==> src/rtl/decode_issue_buffer_pkg.sv <==
// decode_issue_buffer_pkg
//   Shared widths, the buffered lane record and the modulo pointer helper used by the
//   decode issue buffer and its interface.
package decode_issue_buffer_pkg;

   localparam int unsigned XLEN = 64;
   localparam int unsigned ILEN = 32;
   localparam logic [ILEN-1:0] ENDSIM_INST_DEFAULT = 32'h0000_006b;

   typedef struct packed {
      logic [XLEN-1:0] pc;
      logic [ILEN-1:0] inst;
   } lane_t;

   // ptr < depth and inc <= depth, so one conditional subtract wraps correctly for any depth,
   // including non-power-of-two ones.
   function automatic int unsigned ptr_wrap_add(input int unsigned ptr, input int unsigned inc,
                                                input int unsigned depth);
      int unsigned sum;
      sum = ptr + inc;
      if (sum >= depth) sum = sum - depth;
      return sum;
   endfunction

endpackage

==> src/rtl/decode_issue_buffer_if.sv <==
// decode_issue_buffer_if
//   Bundles the fetch-side, issue-side and decoder-side signals of the decode issue buffer.
//   master: upstream/downstream environment (drives fetch group, flush, issue count).
//   slave : the buffer itself.
//   Signals: flush_decoder_i, f1_valid_i/pc_i/inst_i, f1_ready_o, issue_cnt_i,
//            decoder_valid_o/pc_o/inst_o/endsim_o, occupancy_o.
interface decode_issue_buffer_if
   import decode_issue_buffer_pkg::*;
#(
   parameter int unsigned WIDTH = 2,
   parameter int unsigned DEPTH = 4
);
   logic                              flush_decoder_i;
   logic [WIDTH-1:0]                  f1_valid_i;
   logic [WIDTH*XLEN-1:0]             f1_pc_i;
   logic [WIDTH*ILEN-1:0]             f1_inst_i;
   logic                              f1_ready_o;
   logic [$clog2(WIDTH+1)-1:0]        issue_cnt_i;
   logic [WIDTH-1:0]                  decoder_valid_o;
   logic [WIDTH*XLEN-1:0]             decoder_pc_o;
   logic [WIDTH*ILEN-1:0]             decoder_inst_o;
   logic [WIDTH-1:0]                  decoder_endsim_o;
   logic [$clog2(DEPTH+1)-1:0]        occupancy_o;

   modport master (
      output flush_decoder_i, f1_valid_i, f1_pc_i, f1_inst_i, issue_cnt_i,
      input  f1_ready_o, decoder_valid_o, decoder_pc_o, decoder_inst_o, decoder_endsim_o,
             occupancy_o
   );

   modport slave (
      input  flush_decoder_i, f1_valid_i, f1_pc_i, f1_inst_i, issue_cnt_i,
      output f1_ready_o, decoder_valid_o, decoder_pc_o, decoder_inst_o, decoder_endsim_o,
             occupancy_o
   );

endinterface

==> src/rtl/decode_issue_buffer_lane_prefix_count.sv <==
// decode_issue_buffer_lane_prefix_count
//   Length of the contiguous run of set bits starting at lane 0 of a valid vector.
//   Ports: valid (WIDTH lane valids, lane 0 oldest), count (prefix length, 0..WIDTH).
module decode_issue_buffer_lane_prefix_count #(
   parameter int unsigned WIDTH = 2
) (
   input  logic [WIDTH-1:0]           valid,
   output logic [$clog2(WIDTH+1)-1:0] count
);

   localparam int unsigned CW = $clog2(WIDTH + 1);

   logic run;

   always_comb begin
      count = '0;
      run   = 1'b1;
      for (int unsigned i = 0; i < WIDTH; i++) begin
         run = run & valid[i];
         if (run) count = count + CW'(1);
      end
   end

endmodule

==> src/rtl/decode_issue_buffer.sv <==
// decode_issue_buffer
//   Circular queue of DEPTH fetched instructions between the fetch queue and the per-lane
//   decoders. Accepts whole fetch groups, presents the oldest WIDTH entries, retires the
//   in-order prefix the issue logic consumes each cycle.
//   Ports: clk, rst_n (async active-low), bus (decode_issue_buffer_if.slave).
module decode_issue_buffer
   import decode_issue_buffer_pkg::*;
#(
   parameter int unsigned     WIDTH       = 2,
   parameter int unsigned     DEPTH       = 4,
   parameter logic [ILEN-1:0] ENDSIM_INST = ENDSIM_INST_DEFAULT
) (
   input logic                  clk,
   input logic                  rst_n,
   decode_issue_buffer_if.slave bus
);

   localparam int unsigned CW = $clog2(WIDTH + 1);
   localparam int unsigned OW = $clog2(DEPTH + 1);
   localparam int unsigned PW = (DEPTH > 1) ? $clog2(DEPTH) : 1;
   localparam logic [OW-1:0] READY_MAX = OW'(DEPTH - WIDTH);

   lane_t         entries_q [DEPTH];
   logic [PW-1:0] head_q, tail_q;
   logic [OW-1:0] occ_q, occ_d;

   logic [CW-1:0] enq_k, k_acc, avail, deq;
   logic          ready;
   logic [PW-1:0] wr_idx [WIDTH];
   logic [PW-1:0] rd_idx [WIDTH];

   decode_issue_buffer_lane_prefix_count #(
      .WIDTH (WIDTH)
   ) u_prefix (
      .valid (bus.f1_valid_i),
      .count (enq_k)
   );

   // Ready looks only at registered occupancy: space freed by this cycle's issue is not reused
   // until the next cycle, keeping issue_cnt_i off the fetch handshake path.
   assign ready = !bus.flush_decoder_i && (occ_q <= READY_MAX);
   assign k_acc = ready ? enq_k : '0;

   // Valid head lanes = min(occ, WIDTH); issue count is clipped to it.
   assign avail = (occ_q >= OW'(WIDTH)) ? CW'(WIDTH) : CW'(occ_q);
   assign deq   = bus.flush_decoder_i ? '0 :
                  ((bus.issue_cnt_i < avail) ? bus.issue_cnt_i : avail);
   assign occ_d = occ_q + OW'(k_acc) - OW'(deq);

   always_comb begin
      for (int unsigned j = 0; j < WIDTH; j++) begin
         wr_idx[j] = PW'(ptr_wrap_add(32'(tail_q), j, DEPTH));
         rd_idx[j] = PW'(ptr_wrap_add(32'(head_q), j, DEPTH));
      end
   end

   always_ff @(posedge clk or negedge rst_n) begin
      if (!rst_n) begin
         head_q <= '0;
         tail_q <= '0;
         occ_q  <= '0;
         for (int unsigned i = 0; i < DEPTH; i++) entries_q[i] <= '0;
      end else if (bus.flush_decoder_i) begin
         // Entry contents are left stale; only the pointers matter.
         head_q <= '0;
         tail_q <= '0;
         occ_q  <= '0;
      end else begin
         for (int unsigned j = 0; j < WIDTH; j++) begin
            if (j < 32'(k_acc)) begin
               entries_q[wr_idx[j]] <= '{pc:   bus.f1_pc_i[j*XLEN +: XLEN],
                                         inst: bus.f1_inst_i[j*ILEN +: ILEN]};
            end
         end
         tail_q <= PW'(ptr_wrap_add(32'(tail_q), 32'(k_acc), DEPTH));
         head_q <= PW'(ptr_wrap_add(32'(head_q), 32'(deq), DEPTH));
         occ_q  <= occ_d;
      end
   end

   always_comb begin
      bus.decoder_valid_o  = '0;
      bus.decoder_endsim_o = '0;
      bus.decoder_pc_o     = '0;
      bus.decoder_inst_o   = '0;
      for (int unsigned j = 0; j < WIDTH; j++) begin
         if (32'(occ_q) > j) begin
            bus.decoder_pc_o[j*XLEN +: XLEN]   = entries_q[rd_idx[j]].pc;
            bus.decoder_inst_o[j*ILEN +: ILEN] = entries_q[rd_idx[j]].inst;
            bus.decoder_valid_o[j]             = !bus.flush_decoder_i;
            bus.decoder_endsim_o[j]            = !bus.flush_decoder_i &&
                                                 (entries_q[rd_idx[j]].inst == ENDSIM_INST);
         end
      end
   end

   assign bus.f1_ready_o  = ready;
   assign bus.occupancy_o = occ_q;

   // Issue logic must never consume more lanes than are presented valid.
   a_issue_within_valid: assert property (@(posedge clk) disable iff (!rst_n)
      !bus.flush_decoder_i |-> (bus.issue_cnt_i <= avail))
      else $error("issue_cnt_i exceeds valid head lanes");

endmodule

==> src/flat_wrapper.sv <==
// flat-port wrapper written by rule: the top's interface ports become plain ports
module decode_issue_buffer_flat import decode_issue_buffer_pkg::*;
#(
   parameter int unsigned     WIDTH       = 2,
   parameter int unsigned     DEPTH       = 4,
   parameter logic [ILEN-1:0] ENDSIM_INST = ENDSIM_INST_DEFAULT
)
  (clk, rst_n, bus_flush_decoder_i, bus_f1_valid_i, bus_f1_pc_i, bus_f1_inst_i, bus_issue_cnt_i, bus_f1_ready_o, bus_decoder_valid_o, bus_decoder_pc_o, bus_decoder_inst_o, bus_decoder_endsim_o, bus_occupancy_o);
  decode_issue_buffer_if #(.WIDTH(WIDTH), .DEPTH(DEPTH)) bus_i ();
  input logic clk;
  input logic rst_n;
  input wire logic [$bits(bus_i.flush_decoder_i)-1:0] bus_flush_decoder_i;
  input wire logic [$bits(bus_i.f1_valid_i)-1:0] bus_f1_valid_i;
  input wire logic [$bits(bus_i.f1_pc_i)-1:0] bus_f1_pc_i;
  input wire logic [$bits(bus_i.f1_inst_i)-1:0] bus_f1_inst_i;
  input wire logic [$bits(bus_i.issue_cnt_i)-1:0] bus_issue_cnt_i;
  output wire logic [$bits(bus_i.f1_ready_o)-1:0] bus_f1_ready_o;
  output wire logic [$bits(bus_i.decoder_valid_o)-1:0] bus_decoder_valid_o;
  output wire logic [$bits(bus_i.decoder_pc_o)-1:0] bus_decoder_pc_o;
  output wire logic [$bits(bus_i.decoder_inst_o)-1:0] bus_decoder_inst_o;
  output wire logic [$bits(bus_i.decoder_endsim_o)-1:0] bus_decoder_endsim_o;
  output wire logic [$bits(bus_i.occupancy_o)-1:0] bus_occupancy_o;
  assign bus_i.flush_decoder_i = bus_flush_decoder_i;
  assign bus_i.f1_valid_i = bus_f1_valid_i;
  assign bus_i.f1_pc_i = bus_f1_pc_i;
  assign bus_i.f1_inst_i = bus_f1_inst_i;
  assign bus_i.issue_cnt_i = bus_issue_cnt_i;
  assign bus_f1_ready_o = bus_i.f1_ready_o;
  assign bus_decoder_valid_o = bus_i.decoder_valid_o;
  assign bus_decoder_pc_o = bus_i.decoder_pc_o;
  assign bus_decoder_inst_o = bus_i.decoder_inst_o;
  assign bus_decoder_endsim_o = bus_i.decoder_endsim_o;
  assign bus_occupancy_o = bus_i.occupancy_o;
  decode_issue_buffer #(.WIDTH(WIDTH), .DEPTH(DEPTH), .ENDSIM_INST(ENDSIM_INST)) u_core (.clk(clk), .rst_n(rst_n), .bus(bus_i));
endmodule
==> config.mk <==
export PLATFORM = sky130hd
export DESIGN_NAME = decode_issue_buffer_flat
export DESIGN_NICKNAME = d
export VERILOG_FILES = /design/src/rtl/decode_issue_buffer_pkg.sv /design/src/rtl/decode_issue_buffer_if.sv /design/src/rtl/decode_issue_buffer_lane_prefix_count.sv /design/src/rtl/decode_issue_buffer.sv /design/src/flat_wrapper.sv
export SDC_FILE = /design/constraint.sdc
export NUM_CORES = 1
export LEC_CHECK = 0
export ABC_AREA = 1
export BUFFER_PORTS_ARGS = -buffer_cell sky130_fd_sc_hd__buf_2
export CELL_PAD_IN_SITES_DETAIL_PLACEMENT = 0
export CELL_PAD_IN_SITES_GLOBAL_PLACEMENT = 1
export CORE_UTILIZATION = 37
export DETAILED_ROUTE_END_ITERATION = 10
export PLACE_DENSITY_LB_ADDON = 0.08
export SKIP_LAST_GASP = 1
export SYNTH_ARGS = -nofsm -noshare
export SYNTH_HDL_FRONTEND = slang
export SYNTH_SLANG_ARGS = --single-unit
==> constraint.sdc <==
create_clock -name clk -period 3.05 [get_ports clk]
set_clock_uncertainty 0.1 [all_clocks]
set_input_delay 0.305 -clock clk [delete_from_list [all_inputs] [get_ports clk]]
set_output_delay 0.305 -clock clk [all_outputs]
set_load 0.05 [all_outputs]
==> reports/qor.yml <==
setup_path:
  timing.critical_path.slowest_cell_delay_ns: 0.57
  cp.depth: 8
  critical_path.max_fanout: 48
  crit_path_cell_trace: "inv_8 > buf_12 > buf_16 > nand2_1 > o21ai_0 > nand2_1 > a21oi_2 > buf_4"
  worstPathRequired_ns: 2.64
  path_class: "register to output pin"
  critical-path-top-cell-by-count: "nand2_1"
  cp_data_arrival_time_ns: 2.67
  worst-r2r-cell-count: 9
  crit_slowest_cell: "dfrtp_4"
  path_delay_family: "buffers and inverters"
  timing.critical_path.from_type: "register"
  endpoint_kind: "output pin"
  worst-path-buf-inv: 4
  timing.reg2reg.setup_slack_ns: 0.15
finish:
  area.growth.synth_to_final_pct: 30.9
  antenna_cells_inserted: 0
  filler_cell_count: 7064
  post_route_core_utilization_pct: 49.0
  drive_above_1_share_pct: 14.2
  finish.net_count: 4568
yosys:
  synth.most_common_cell: "nand2_1"
  ys_seq_elements: 391
  synth.cells.most_frequent: "960 x nand2_1, 546 x o21ai_0, 535 x a21oi_1"
  synthArstFlopShare_pct: 100
  post-synth-top-area-fraction_pct: 38.2
  postSynthAreaPerCell_um2: 6.62
  most_frequently_used_flop_master_after_synthesis: "dfrtp_1"
  ys_top_cells_by_area: "dfrtp_1 38%, nand2_1 14%, o21ai_0 11%"
  synthesis.instances: 3875
  synth_sequential_area_ratio_pct: 38.2
  number_of_enable_flip_flop_cells_after_synthesis: 0
  synthesis.area_um2: 25600
  yosys.cell_types.count: 29
  synth_nets: 4081
  synth_area_leader_cell: "dfrtp_1"
  synth.yosys.warnings: 0
power_and_ir_drop:
  p_clk_share_pct: 15.2
  total_switching_power_mw: 20.9
  pwr-share-seq_pct: 23.7
  swShare_pct: 53.0
  irDropWorstVdd_mv: 0.767
  internal_mw: 18.6
  combinationalPowerShare_pct: 61.0
  totalPowerFinal_mw: 39.4
  cellLeakagePower_nw: 16.3
  powerDensity_nw_per_um2: 1170
floorplan:
  design.core.area_um2: 68600
  die_area_um2: 70400
  initial_core_util_pct: 37.4
  rows: 96
  fp.dieW_um: 265
  boundaryPins: 399
  dieHeight_um: 265
drt:
  detailedRoute.firstPassIterationCount: 6
  routed_via_density: 5.48
  avgRoutedWirePerCell_um: 21.7
  route.detailed.drc: 0
  routed_wl_mm: 115
  initialDrtViolationCount: 2587
  num_vias: 29200
  ant_nets: 0
clocking:
  cts_buffers: 51
  clk-insertion-delay-late_ns: 0.61
  tritoncts_clock_tree: "built"
  cts_max_path_buffers: 3
  tritoncts_num_sinks: 391
  cts.clk_slew.worst_paths_ns: 0.06
  clock-root-buffer: "clkbuf_16"
  cts_htree_levels: 2
flow_run:
  maxCapViolations: 0
sta:
  tightest_slew_ns: 1.07
  max_freq_ghz: 0.325
  setup_viol: 4
  max_slew_margin_pct: 28.5
  slew_viol_final: 0
  rsz0062_at_grt: "true"
  finalHoldViolations: 0
  period_share_pct: 101
  finalCriticalPeriod_ns: 3.08
  postLayoutSetupSlackWorst_ns: -0.0280
outcome:
  violations: "setup timing"
  run_status: "complete, but fails checks"
place:
  routabilityCongestion: 0.839
  portBuffers: 398
  hpwl_mm: 64.9
global_route:
  grt.total_usage_pct: 31.2
  antenna_found_initial: 2
  grt_first_pass_wirelength_mm: 169
  pin_count_of_the_biggest_net_entering_global_routing: 115
  via_count_of_the_first_global_routing_pass: 27100
  overflow_after_grt: 0
min_path:
  hold_path_depth: 5
  hold_path_class: "primary input to register"
layout make-up:
type	instances	area (µm²)	area share [%]
multi-input cells	2751	13100	39.1
repair buffers	758	6300	18.8
inverters	409	1560	4.65
clock buffers	85	1580	4.70
flip-flops and latches	391	9790	29.2
clock inverters	7	38.8	0.116
well taps	931	1160	3.47
worst paths after layout:
path / from / endpoint
setup reg to reg: u_core.bus.occupancy_o[0] / u_core.entries_q[307]
max in group asynchronous: rst_n / u_core.bus.occupancy_o[1]
setup / recovery: u_core.head_q[0] / bus_decoder_pc_o[120]
min in group asynchronous: rst_n / u_core.entries_q[137]
hold reg to reg: u_core.entries_q[287] / u_core.entries_q[287]
hold / removal: bus_f1_pc_i[1] / u_core.entries_q[321]
cell families (layout without fill, tap and decap cells):
kind of cell	after synthesis	after routing	synth area share [%]
and+or+nand+nor	1377	1377	21.0
AOI/OAI and AO/OA	1362	1362	28.8
buffers and inverters	733	1259	11.5
DFF	391	391	38.2
adders and majority gates	7	7	0.400
xor gates and xnor gates	5	5	0.171
timing repair:
item,in CTS,in global routing
setup endpoints to repair,98,82
hold endpoints to repair,429,0
buffers inserted,0,11
hold buffers,258,0
gates cloned,4,6
resized for setup,60,65
pin swaps,0,2
registers in the layout, indices dropped and copies added (netlist names):
register / count
u_core.head_q: 2
u_core.bus.occupancy_o: 3
u_core.entries_q: 384
u_core.tail_q: 2
routing by layer:
metal | vias up | share of wire (%) | routed length [µm] | track usage [%]
li1 | 13800 | - | - | -
met1 | 14000 | 44 | 50500 | 42.9
met2 | 1218 | 46 | 53100 | 50.4
met3 | 213 | 7.2 | 8350 | 4.48
met4 | 4 | 3.1 | 3520 | 9.76
met5 | - | 0.016 | 18 | 0
tightest hold or removal path, stage by stage:
cell,delay (ns)
buf_2,0.14
nand2_1,0.07
nand2_1,0.05
nor2_1,0.08
a21oi_1,0.05
stage by stage:
| stage | worst slack (ns) | TNS [ns] | hold WS [ns] | instance area, µm² | cells |
|---|---|---|---|---|---|
| 6_report | -0.0280 | -0.0644 | 0.0292 | 33600 | 5332 |
| 5_1_grt | -0.188 | -2.21 | 0.0521 | 33600 | 5332 |
| 4_1_cts | -0.0948 | -1.25 | 0.00338 | 33100 | 5315 |
| 3_5_place_dp | 0.267 | 0 | 0.223 | 28600 | 4961 |
| 3_3_place_gp | 0.281 | 0 | 0.220 | 28600 | 4961 |
| 2_1_floorplan | 0.00367 | 0 | -0.0906 | 25700 | 3875 |
power by group through the flow:
| stage | Clock [mW] | Sequential, mW | Combinational [mW] |
|---|---|---|---|
| global route | 6.29 | 9.65 | 26.0 |
| finish | 6.01 | 9.37 | 24.1 |
| CTS | 6.10 | 9.29 | 23.4 |
| detailed placement | 0 | 9.35 | 21.9 |
| floorplan | 0 | 8.93 | 15.9 |
| global placement | 0 | 9.37 | 21.9 |
layout by cell type (no fill, tap or decap), types with 4 or more instances in the layout:
| cell | n |
|---|---|
| a21oi_1 | 524 |
| a21oi_2 | 12 |
| a22oi_1 | 100 |
| a31oi_1 | 65 |
| a31oi_2 | 5 |
| buf_12 | 34 |
| buf_16 | 8 |
| buf_2 | 328 |
| buf_4 | 89 |
| buf_6 | 8 |
| clkbuf_1 | 19 |
| clkbuf_16 | 58 |
| clkbuf_4 | 24 |
| clkbuf_8 | 13 |
| clkinv_2 | 8 |
| dfrtp_1 | 388 |
| dlygate4sd3_1 | 258 |
| ha_1 | 5 |
| inv_1 | 400 |
| inv_4 | 4 |
| nand2_1 | 956 |
| nand3_1 | 140 |
| nor2_1 | 257 |
| nor2_2 | 4 |
| nor2_4 | 8 |
| o211ai_1 | 93 |
| o21ai_0 | 546 |
| o21ai_1 | 13 |
| xor2_1 | 4 |
Power figures use the tool's default switching activity.
